<file path="src/rtl/top2_frame_ctrl.sv">
// top2_frame_ctrl: frame-level sequencer around a streaming top-2 tracker.
// A start latches the frame length and clears the tracker. ACCUM then takes
// samples until the length is reached or s_last is seen. RESULT holds the
// largest/second-largest pair on a valid/ready port until it is consumed.
// All outputs come straight from registers, so no input reaches an output
// combinationally.
module top2_frame_ctrl #(
  parameter int DATA_WIDTH = 32,
  parameter int LEN_W      = 16
) (
  input  logic                  clk,
  input  logic                  resetn,
  input  logic                  start,
  input  logic [LEN_W-1:0]      frame_len,
  output logic                  busy,
  input  logic                  s_valid,
  output logic                  s_ready,
  input  logic [DATA_WIDTH-1:0] s_data,
  input  logic                  s_last,
  output logic                  m_valid,
  input  logic                  m_ready,
  output logic [DATA_WIDTH-1:0] m_largest,
  output logic [DATA_WIDTH-1:0] m_second,
  output logic [LEN_W-1:0]      m_count,
  output logic                  m_second_valid
);

  typedef enum logic [1:0] {
    ST_IDLE   = 2'd0,
    ST_ACCUM  = 2'd1,
    ST_RESULT = 2'd2
  } state_t;

  state_t                  state_q;
  logic [LEN_W-1:0]        len_q;
  logic [DATA_WIDTH-1:0]   largest_q;
  logic [DATA_WIDTH-1:0]   second_q;
  logic [LEN_W-1:0]        count_q;
  logic                    second_valid_q;
  logic                    s_ready_q;
  logic                    m_valid_q;
  logic                    busy_q;

  logic                    beat_s;
  logic                    frame_end_s;
  logic [LEN_W-1:0]        count_d;
  logic [DATA_WIDTH-1:0]   largest_d;
  logic [DATA_WIDTH-1:0]   second_d;

  // Tracker next values for an accepted beat, plus the frame-end decision.
  always_comb begin
    beat_s    = s_ready_q && s_valid;
    count_d   = count_q + LEN_W'(1);
    largest_d = largest_q;
    second_d  = second_q;
    if (s_data > largest_q) begin
      // New maximum: the old maximum becomes the runner-up.
      largest_d = s_data;
      second_d  = largest_q;
    end else if (s_data > second_q) begin
      // Equal-to-largest lands here too, so duplicates count as second.
      largest_d = largest_q;
      second_d  = s_data;
    end else begin
      largest_d = largest_q;
      second_d  = second_q;
    end
    // count never passes len_q, so count_d cannot wrap before matching.
    frame_end_s = (count_d == len_q) || s_last;
  end

  // Frame FSM with registered handshake/status outputs and tracker state.
  always_ff @(posedge clk) begin
    if (!resetn) begin
      state_q        <= ST_IDLE;
      len_q          <= '0;
      largest_q      <= '0;
      second_q       <= '0;
      count_q        <= '0;
      second_valid_q <= 1'b0;
      s_ready_q      <= 1'b0;
      m_valid_q      <= 1'b0;
      busy_q         <= 1'b0;
    end else begin
      case (state_q)
        ST_IDLE: begin
          if (start) begin
            len_q          <= frame_len;
            largest_q      <= '0;
            second_q       <= '0;
            count_q        <= '0;
            second_valid_q <= 1'b0;
            busy_q         <= 1'b1;
            if (frame_len == '0) begin
              // Empty frame goes straight to an all-zero result.
              state_q   <= ST_RESULT;
              m_valid_q <= 1'b1;
              s_ready_q <= 1'b0;
            end else begin
              state_q   <= ST_ACCUM;
              s_ready_q <= 1'b1;
              m_valid_q <= 1'b0;
            end
          end
        end
        ST_ACCUM: begin
          if (beat_s) begin
            largest_q      <= largest_d;
            second_q       <= second_d;
            count_q        <= count_d;
            second_valid_q <= (count_d >= LEN_W'(2));
            if (frame_end_s) begin
              state_q   <= ST_RESULT;
              s_ready_q <= 1'b0;
              m_valid_q <= 1'b1;
            end
          end
        end
        ST_RESULT: begin
          // Start is deliberately ignored here, even in the handshake cycle.
          if (m_ready) begin
            state_q   <= ST_IDLE;
            m_valid_q <= 1'b0;
            busy_q    <= 1'b0;
          end
        end
        default: begin
          state_q   <= ST_IDLE;
          s_ready_q <= 1'b0;
          m_valid_q <= 1'b0;
          busy_q    <= 1'b0;
        end
      endcase
    end
  end

  assign busy           = busy_q;
  assign s_ready        = s_ready_q;
  assign m_valid        = m_valid_q;
  assign m_largest      = largest_q;
  assign m_second       = second_q;
  assign m_count        = count_q;
  assign m_second_valid = second_valid_q;

endmodule
</file>
<file path="config.mk">
export PLATFORM = sky130hd
export DESIGN_NAME = top2_frame_ctrl
export DESIGN_NICKNAME = d
export VERILOG_FILES = /design/src/rtl/top2_frame_ctrl.sv
export SDC_FILE = /design/constraint.sdc
export NUM_CORES = 1
export LEC_CHECK = 0
export ABC_AREA = 0
export ABC_CLOCK_PERIOD_IN_PS = 2800
export BUFFER_PORTS_ARGS = -buffer_cell sky130_fd_sc_hd__buf_2
export CORE_ASPECT_RATIO = 0.5
export CORE_UTILIZATION = 32
export CTS_CLUSTER_SIZE = 12
export DETAILED_ROUTE_END_ITERATION = 7
export PLACE_DENSITY_LB_ADDON = 0.25
export SLEW_MARGIN = 25
export SYNTH_ARGS = -nofsm -noshare
export SYNTH_HDL_FRONTEND = slang
export SYNTH_SLANG_ARGS = --single-unit
</file>
<file path="constraint.sdc">
create_clock -name clk -period 2.8 [get_ports clk]
set_clock_uncertainty 0.2 [all_clocks]
set_input_delay 0 -clock clk [delete_from_list [all_inputs] [get_ports clk]]
set_output_delay 0 -clock clk [all_outputs]
set_load 0.05 [all_outputs]
</file>
Yosys cells after proc, flatten, opt, wreduce, memory -nomap -nowiden --
Cells that the tools add are included.
Storage, ports and cells: bits in registers 102, input bits 54, output and inout bits 84, word-level logic and storage cells 69
Cells by class: add/subtract/negate cells 1, order comparisons 3, equality and inequality tests 9, mux-type cells 33, bitwise gates (word level) 2, reduce and logical (&&, ||, !) cells 12
Operator list (count):
- $mux W32 | 6
- $pmux W32 S2 | 2
- $gt A32 B32 Y1 | 2
- $mux W16 | 2
- $pmux W16 S2 | 1
- $add A16 B1 Y16 const B | 1
- $eq A16 B16 Y1 | 1
- $ge A16 B2 Y1 const B | 1
- $logic_not A16 Y1 | 1
- $reduce_and A4 Y1 | 4
- $mux W1 | 12
- $mux W2 | 5
- $ne A2 B2 Y1 const B | 5
- $pmux W1 S3 | 3
- $pmux W2 S3 | 1
- $reduce_and A3 Y1 | 2
- $ne A3 B3 Y1 const B | 1
- $eq A2 B1 Y1 const B | 1
- $eq A2 B2 Y1 const B | 1
- $logic_not A2 Y1 | 1
- $not A1 Y1 | 2
- $pmux W1 S2 | 1
- $reduce_and A2 Y1 | 1
- $reduce_bool A2 Y1 | 1
- 2 further kinds | 2

Logic depth before layout (Yosys ltp) --
Gate-level depths: netlist of the first run.
depth after elaboration 6, gate-level depth with buffers 12, depth with buffers taken out 9

Worst setup path before layout of the first run --
No wires, ideal clock.
kind register -> register, start point register largest_q[30] (netlist: m_largest[30]), end point register second_q[10] (netlist: m_second[10]), library setup time 117 ps, data arrival time 2944 ps, data required time 2483 ps, path slack -461 ps, stages on the path, launching flop included 13, path buffers 3, path through dfxtp_1 inv_1 ha_1 nand4_1 nor4_2 nor3b_4 o31ai_1 a21bo_1 buf_6 and4_1 buf_2 buf_6 a32o_1
On the way: longest elaborated chain between the ends 4, elaborated cells between the ends (all ways) 6
RTL lines:
- from (decl) | line 36 | logic [DATA_WIDTH-1:0] largest_q;
- from (signal assigned) | line 108 | largest_q <= largest_d;
- $gt A32 B32 Y1 * | line 56 | if (s_data > largest_q) begin
- $mux W32 | line 56
- $mux W32 | line 107 | if (beat_s) begin
- $pmux W32 S2 | line 85 | case (state_q)
- to (signal assigned) | line 109 | second_q <= second_d;
- to (decl) | line 37 | logic [DATA_WIDTH-1:0] second_q;
Every way passes the cells marked *; elsewhere a longest branch is shown, timed or not. The select of a mux whose other input is x is not followed. A chain may end at the register's enable or synchronous reset.

Worst setup path after layout of the first run --
start point register largest_q[27] (netlist: m_largest[27]), end point register second_q[24] (netlist: m_second[24])
The elaborated chain is that of the path after synthesis.

==> metrics.txt, run 1 <==
ant diodes 0; Post-synth ARST share 0; initial antenna violation count 0; post-route worst setup slack -0.1143 ns; Slew @ Worst Pin 0.6385 ns; first-pass GRT wire length 40900 um; DRC 0; Power Total 0.003908 W; Non-Filler Instances 1452; Worst slew margin 0.5704; first drt pass iteration count 5; Rows 37; setup tns final -3.183 ns; outcome complete, but fails checks; Seq/Total Area, Yosys 0.2871; Post-Route WL 26210 um; WS Path Type reg2reg; Hold/Removal Path Class in2reg; synth top area cells dfxtp_1 (29%), ha_1 (12%), nand2_1 (5.8%); average wire per standard cell 18.05 um; DP HPWL 17570 um; vias 7890; Synth area leader dfxtp_1; DR iter-0 viols 501; Core Region 21060 um^2; synth-to-layout area growth 43.48%; Final Critical Period 2.914 ns; worst-path fanout max 16; vias in the first global route 7664; IO buf count 137; Top FF cell, synth dfxtp_1; Max VDD drop 0.2722 mV; CTS tree built; number of flops mapped to enable cells by yosys 0; Synth Net Count 1013; Setup crit end kind register; Initial Util 0.3343; Die Height 106.9 um; final period utilization 1.041; Final ANT Viol Nets 0; latest clock arrival within the worst-skew pair 0.38 ns; Startpoint Class register; Clock Tree Root clkbuf_16; Hold Crit Depth 3; Pwr Density 386.8 nW/um^2; DP Cell Count 1356; Pleak 4.114 nW; Mapped Area 7042 um^2; clk sink count 101; Final Hold Vio Count 0; FF+latch count, synth 101; final-report max-slew violation count 0; H-tree levels 3; Post-synth top cells nand2_1 (108), dfxtp_1 (101), nand3_1 (78), ha_1 (66), inv_1 (64); RSZ-0062 raised after global routing yes; Util after Layout 0.4797; Synth Instances 893; Clk pin slew, worst setup/hold paths 0.08 ns; Vias/cell 5.434; final net count 1275; Yosys warning count 0; Critical Path RT 2.92 ns; CTS Buf Count 9; DIE AREA 22640 um^2; Die X 211.8 um; largest net degree at the start of global routing 35; Longest Clk Path Bufs 2; fmax 0.3431 GHz; max cap viols 0; top-count cell post-synth nand2_1; post-synth top area share 0.2871; GRT Overall Usage 0.2321; Placer Congestion 0.9004; FF-to-FF path depth 11; IO Pins 138; Final setup viols 40; Critical Path AT 3.03 ns; Synth cell types 59; grt total ovfl 0; Avg Cell Area, Syn 7.886 um^2; ratio of cells with drive above 1 in the final layout 0.3052; failing checks negative setup slack
==> placed cells by master (no fill, tap or decap), drive strengths merged, types with 5 or more instances in the layout <==
cell           n
nand3         78
o22a          33
nand2b         8
o22ai         34
nand4         25
inv           68
ha            66
a21o           5
nor2b         17
o21ai         27
and4           5
a21boi        50
buf          259
and3           5
clkbuf        11
a21oi         47
nor3          13
a32o          32
xor2           7
nand2        108
nor2          20
dlygate4sd3   59
xnor2         15
nor4          14
dfxtp        101
==> layout make-up <==
class / count / area, um^2
clock inverter: 6 / 50.05
tap: 292 / 365.4
multi-input combinational: 660 / 4701
fill: 2087 / 10960
sequential: 101 / 2100
clock buffer: 10 / 250.2
timing repair buffer: 319 / 2395
inverter: 64 / 242.7
==> through the flow <==
stage | hold WS, ns | worst slack [ns] | area (um^2)
6_report | 0.2205 | -0.1143 | 10100
5_1_grt | 0.2396 | -0.1925 | 10100
4_1_cts | 0.2071 | -0.1039 | 9922
3_5_place_dp | 0.06794 | -0.1024 | 8786
3_3_place_gp | 0.06815 | -0.07510 | 8786
2_1_floorplan | -0.06382 | -0.06540 | 7179
==> sequential cells by signal (all words and copies together) (netlist names) <==
name            flops
s_ready             1
m_largest          32
busy                1
len_q              16
state_q             1
m_second_valid      1
m_count            16
m_second           32
m_valid             1
==> power breakdown <==
group | internal (W) | switching [W]
logic | 0.000458 | 0.000612
clock network | 0.000672 | 0.000658
registers | 0.00147 | 0.0000364
==> kinds of logic after synthesis <==
kind of cell | Yosys count | synth area share
and+or+nand+nor | 313 | 0.2251
AOI/OAI and AO/OA | 258 | 0.2632
buffers and inverters | 132 | 0.07658
DFF | 101 | 0.2871
adders and majority gates | 66 | 0.1173
xor gates and xnor gates | 23 | 0.03074
==> critical path: stages, from the launching register on <==
cell	delay (ns)
dfxtp_4	0.35
inv_2	0.04
ha_4	0.25
nand4_1	0.22
nor4_4	0.37
nor3b_4	0.30
o31ai_4	0.13
a21bo_4	0.24
buf_6	0.13
a21oi_4	0.24
buf_12	0.20
a32o_1	0.18
==> metal layers <==
metal	GRT usage	up-vias	share of wire
met4	0.05331	0	0.014
met3	0.05126	27	0.056
met2	0.4006	199	0.48
met1	0.2944	3857	0.45
met5	0	-	0
li1	-	3807	-
==> path summary, 6_finish.rpt <==
check	end	start	slack (ns)
max reg2reg	m_second[24]	m_largest[27]	-0.11
max	m_second[24]	m_largest[27]	-0.11
min	m_valid	s_last	0.22
min reg2reg	len_q[9]	len_q[9]	0.29
==> repair_timing <==
action	CTS	global route
endpoints found under the setup margin	45	66
hold endpoints to repair	101	0
cloned	3	2
resized for setup	21	29
pin swaps	18	20
hold buffers	59	0
setup buffers	14	6
No activity file was read; power rests on OpenSTA's default activity.
==> inputs of run 2 (changes only) <==
--- a/config.mk
+++ b/config.mk
@@ -8,7 +8,7 @@
 export ABC_AREA = 0
 export ABC_CLOCK_PERIOD_IN_PS = 2800
 export BUFFER_PORTS_ARGS = -buffer_cell sky130_fd_sc_hd__buf_2
-export CORE_ASPECT_RATIO = 0.5
+export CORE_ASPECT_RATIO = 0.75
 export CORE_UTILIZATION = 32
 export CTS_CLUSTER_SIZE = 12
 export DETAILED_ROUTE_END_ITERATION = 7
==> metrics.txt, run 2 (same netlist as run 1, synthesis figures left out) <==
Initial Util 0.3298; Largest stage delay, worst path 0.39 ns; Clock Tree Root clkbuf_16; final period utilization 1.028; vias 7784; clk sink count 101; Power Total 0.003861 W; CTS tree built; IO Pins 138; fmax 0.3475 GHz; Longest Clk Path Bufs 2; CP top delay family simple AND/OR/NAND/NOR gates; crit path cell chain inv_4 -> ha_4 -> nand4_1 -> nor4_4 -> nor3b_4 -> buf_6 -> o31ai_4 -> a21bo_4 -> and4_4 -> clkbuf_16 -> a32o_1; Critical Path RT 2.86 ns; max cap viols 0; grt total ovfl 0; GRT Overall Usage 0.2219; Pleak 4.037 nW; DR iter-0 viols 820; Vias/cell 5.436; outcome complete, but fails checks; failing checks negative setup slack; CP Buf/Inv Count 3; Final ANT Viol Nets 0; setup tns final -1.774 ns; critical path's slowest cell dfxtp_4; Placer Congestion 0.8440; H-tree levels 3; initial antenna violation count 0; Pwr Density 383.7 nW/um^2; Critical Path AT 2.94 ns; largest net degree at the start of global routing 35; Final Hold Vio Count 0; DP HPWL 18580 um; CTS Buf Count 9; Slew @ Worst Pin 0.6268 ns; Hold/Removal Path Class in2reg; vias in the first global route 7043; most frequent cells in the layout buf_2 (137), nand2_1 (107), buf_4 (91), dfxtp_1 (63), nand3_1 (61); post-route worst setup slack -0.07766 ns; Core Region 21350 um^2; Layout fillers 2094; Setup crit end kind register; Post-Route WL 26000 um; IO buf count 137; Final setup viols 37; worst-path fanout max 6; Worst slew margin 0.5821; Startpoint Class register; final-report max-slew violation count 0; Die X 173.3 um; Max VDD drop 0.2403 mV; RSZ-0062 raised after global routing yes; synth-to-layout area growth 42.89%; most common cell after layout, fill and taps aside buf_2; Rows 46; Clk pin slew, worst setup/hold paths 0.08 ns; hold slack 0.2406 ns; DIE AREA 22610 um^2; average wire per standard cell 18.16 um; ratio of cells with drive above 1 in the final layout 0.3164; DRC 0; final net count 1259; ant diodes 0; Die Height 130.5 um; latest clock arrival within the worst-skew pair 0.36 ns; first-pass GRT wire length 39510 um; WS Path Type reg2reg; first drt pass iteration count 7; Final Critical Period 2.878 ns
-- run 2: changes by cell type in the layout (fill, tap and decap cells not counted), sizes merged --
cell         delta
dlygate4sd3     -5
buf            -13
inv             -1
clkbuf          +2
clkinv          +1
-- run 2: metal layers --
layer / vias up / wire length [um] / global-route usage
li1: 3777 / - / -
met1: 3708 / 13480 / 0.3425
met2: 280 / 10610 / 0.3168
met3: 19 / 1669 / 0.03299
met4: 0 / 250 / 0.05258
met5: - / 0 / 0
-- run 2: timing repair --
item | in CTS | in global routing
pin swaps | 3 | 30
endpoints found under the hold margin | 94 | 0
gates resized for setup | 18 | 80
endpoints found under the setup margin | 64 | 64
hold buffers | 54 | 0
gates cloned | 1 | 3
setup buffers | 6 | 6
-- run 2: stage by stage --
stage	std cells	worst slack, ns	instance area, um^2	utilization
floorplan	893	-0.06540	7179	-
global placement	1346	-0.009023	8711	0.4079
detailed placement	1346	-0.06786	8711	0.4079
CTS	1423	-0.03130	9676	0.4531
global route	1432	-0.1998	10060	0.4712
finish	1432	-0.07766	10060	0.4712
-- run 2: worst reg2reg max path: cells and delay by family, from the launching register on --
family                   cells  cell delay [ns]
AND/OR/NAND/NOR              4             1.04
buffers and inverters        3             0.37
flip-flops                   1             0.39
adder cells (fa/ha/maj)      1             0.24
AO/OA/AOI/OAI                3             0.54
-- run 2: cell type report --
type                            count  area [um^2]  share of cell area
Sequential cell                   101         2100              0.2087
Multi-Input combinational cell    660         4806              0.4776
Clock inverter                      6        52.55            0.005223
Timing Repair Buffer              303         2262              0.2248
Clock buffer                       10        239.0             0.02375
Inverter                           64        242.7             0.02412
Tap cell                          288        360.3             0.03581
-- run 2: final timing paths --
kind              cells past startpoint           from           end  slack [ns]
setup / recovery                     11  m_largest[28]  m_second[11]       -0.08
hold / removal                        3         s_last       m_valid        0.24
setup reg to reg                     11  m_largest[28]  m_second[11]       -0.08
hold reg to reg                       2      len_q[11]     len_q[11]        0.28
-- run 2: report_power, final --
part           total, W  switching (W)  internal (W)
sequential      0.00151      0.0000346       0.00147
combinational   0.00107       0.000616      0.000453
clock           0.00129       0.000641      0.000644
total           0.00386        0.00129       0.00257
==> inputs of run 3 (changes only) <==
--- a/config.mk
+++ b/config.mk
@@ -12,7 +12,7 @@
 export CORE_UTILIZATION = 32
 export CTS_CLUSTER_SIZE = 12
 export DETAILED_ROUTE_END_ITERATION = 7
-export PLACE_DENSITY_LB_ADDON = 0.25
+export PLACE_DENSITY_LB_ADDON = 0.3
 export SLEW_MARGIN = 25
 export SYNTH_ARGS = -nofsm -noshare
 export SYNTH_HDL_FRONTEND = slang
==> metrics.txt, run 3 (same netlist as run 1, synthesis figures left out) <==
FF-to-FF path depth 14; design area 9976 um^2; first-pass GRT wire length 40170 um; Hold/Removal Path Class in2reg; Critical R2R Launch m_largest[26]; Critical Path AT 2.85 ns; Post-Route WL 25520 um; DIE AREA 22610 um^2; Rows 46; Placer Congestion 0.8574; CTS tree built; ratio of cells with drive above 1 in the final layout 0.3077; final net count 1259; DP HPWL 18700 um; reg-to-reg setup timing slack 0.03 ns; Worst Hold Path EP m_valid; Clk pin slew, worst setup/hold paths 0.09 ns; Clock Tree Root clkbuf_16; DP Cell Count 1349; Final setup viols 0; met1 usage 0.3429; first drt pass iteration count 5; WS Path Type reg2reg; Max VDD drop 0.2514 mV; clk sink count 101; met3 usage 0.03877; GRT Overall Usage 0.2253; Core Region 21350 um^2; DRC 0; Pleak 4.036 nW; final-report max-slew violation count 0; max cap viols 0; synth-to-layout area growth 41.67%; latest clock arrival within the worst-skew pair 0.36 ns; Final Hold Vio Count 0; most common cell after layout, fill and taps aside buf_2; average wire per standard cell 17.82 um; reg2reg end m_largest[1]; ant diodes 0; Setup crit end kind register; initial antenna violation count 0; Hold Crit Depth 3; most frequent cells in the layout buf_2 (137), nand2_1 (107), buf_4 (86), nand3_1 (72); final period utilization 0.9888; Post-Place Cell Area 8696 um^2; min-delay src s_last; grt total ovfl 0; DR iter-0 viols 610; Non-Filler Instances 1432; Vias/cell 5.464; vias in the first global route 7263; Power Total 0.003865 W; H-tree levels 3; Util after Layout 0.4672; Die Height 130.5 um; IO buf count 137; largest net degree at the start of global routing 39; worst-path fanout max 7; Final Critical Period 2.769 ns; Pwr Density 387.4 nW/um^2; Worst slew margin 0.6347; grt met2 use 0.3248; Critical Path RT 2.88 ns; Longest Clk Path Bufs 2; Initial Util 0.3298; gr busiest metal met1; outcome completed; IO Pins 138; Final ANT Viol Nets 0; Slew @ Worst Pin 0.5460 ns; vias 7824; Die X 173.3 um; Startpoint Class register; RSZ-0062 raised after global routing yes; CTS Buf Count 9; fmax 0.3612 GHz
run 3: cell count changes in the layout (fill, tap and decap cells not counted), moves of 4 or more:
cell | previous run | this run
nand3_1 | 61 | 72
a21boi_2 | 7 | 3
buf_6 | 8 | 14
nand3_2 | 13 | 5
buf_4 | 91 | 86
run 3: cell type report:
| type | count | area (um^2) |
|---|---|---|
| sequential | 101 | 2100 |
| fill | 2078 | 11380 |
| clock buffer | 9 | 225.2 |
| inverter | 64 | 240.2 |
| timing repair buffer | 303 | 2220 |
| tap | 288 | 360.3 |
| multi-input combinational | 660 | 4763 |
| clock inverter | 7 | 67.56 |
run 3: worst max path at each step:
stage / endpoint / cells after the start / slack (ns) / startpoint
2_1_floorplan: m_second[1] / 12 / -0.07 / m_largest[26]
3_3_place_gp: m_second[20] / 11 / -0.07 / m_largest[31]
3_5_place_dp: m_second[1] / 11 / -0.12 / m_largest[7]
4_1_cts: m_second[19] / 11 / -0.02 / m_largest[27]
5_1_grt: m_second[29] / 10 / -0.07 / m_second[25]
6_report: m_largest[1] / 14 / 0.03 / m_largest[26]
run 3: routing by layer:
layer,wire [um],up-vias
met5,0,-
met4,327,0
met3,1669,29
met2,10280,300
met1,13240,3702
li1,-,3793
run 3: what timing repair did:
| item | 4_1_cts | 5_1_grt |
|---|---|---|
| hold endpoints to repair | 84 | 0 |
| pin swaps | 7 | 19 |
| endpoints found under the setup margin | 63 | 65 |
| hold buffers | 56 | 0 |
| buffers inserted | 6 | 3 |
| gates cloned | 3 | 1 |
| gates resized for setup | 33 | 77 |
run 3: worst max-delay path: stages, from the launching register on:
cell      delay, ns
dfxtp_4        0.35
inv_2          0.04
ha_4           0.25
nand4_1        0.14
nor4_2         0.27
buf_4          0.17
nor3b_4        0.18
buf_6          0.15
o31ai_4        0.08
buf_6          0.15
a21boi_4       0.19
buf_12         0.15
buf_8          0.14
nand3_1        0.09
a21boi_1       0.14
run 3: per-stage QoR:
step	TNS [ns]	setup WS (ns)	hold WS (ns)
detailed placement	-3.670	-0.1214	0.07567
global route	-2.599	-0.06530	0.2574
global placement	-2.330	-0.06844	0.06831
CTS	-0.3072	-0.01968	0.2176
floorplan	-1.894	-0.06540	-0.06382
finish	0	0.03144	0.2336
run 3: power breakdown:
part	leakage (nW)	total, W	switching (W)	internal [W]
clock network	0.145	0.00131	0.000676	0.000630
logic	3.05	0.00105	0.000605	0.000445
registers	0.841	0.00151	0.0000377	0.00147
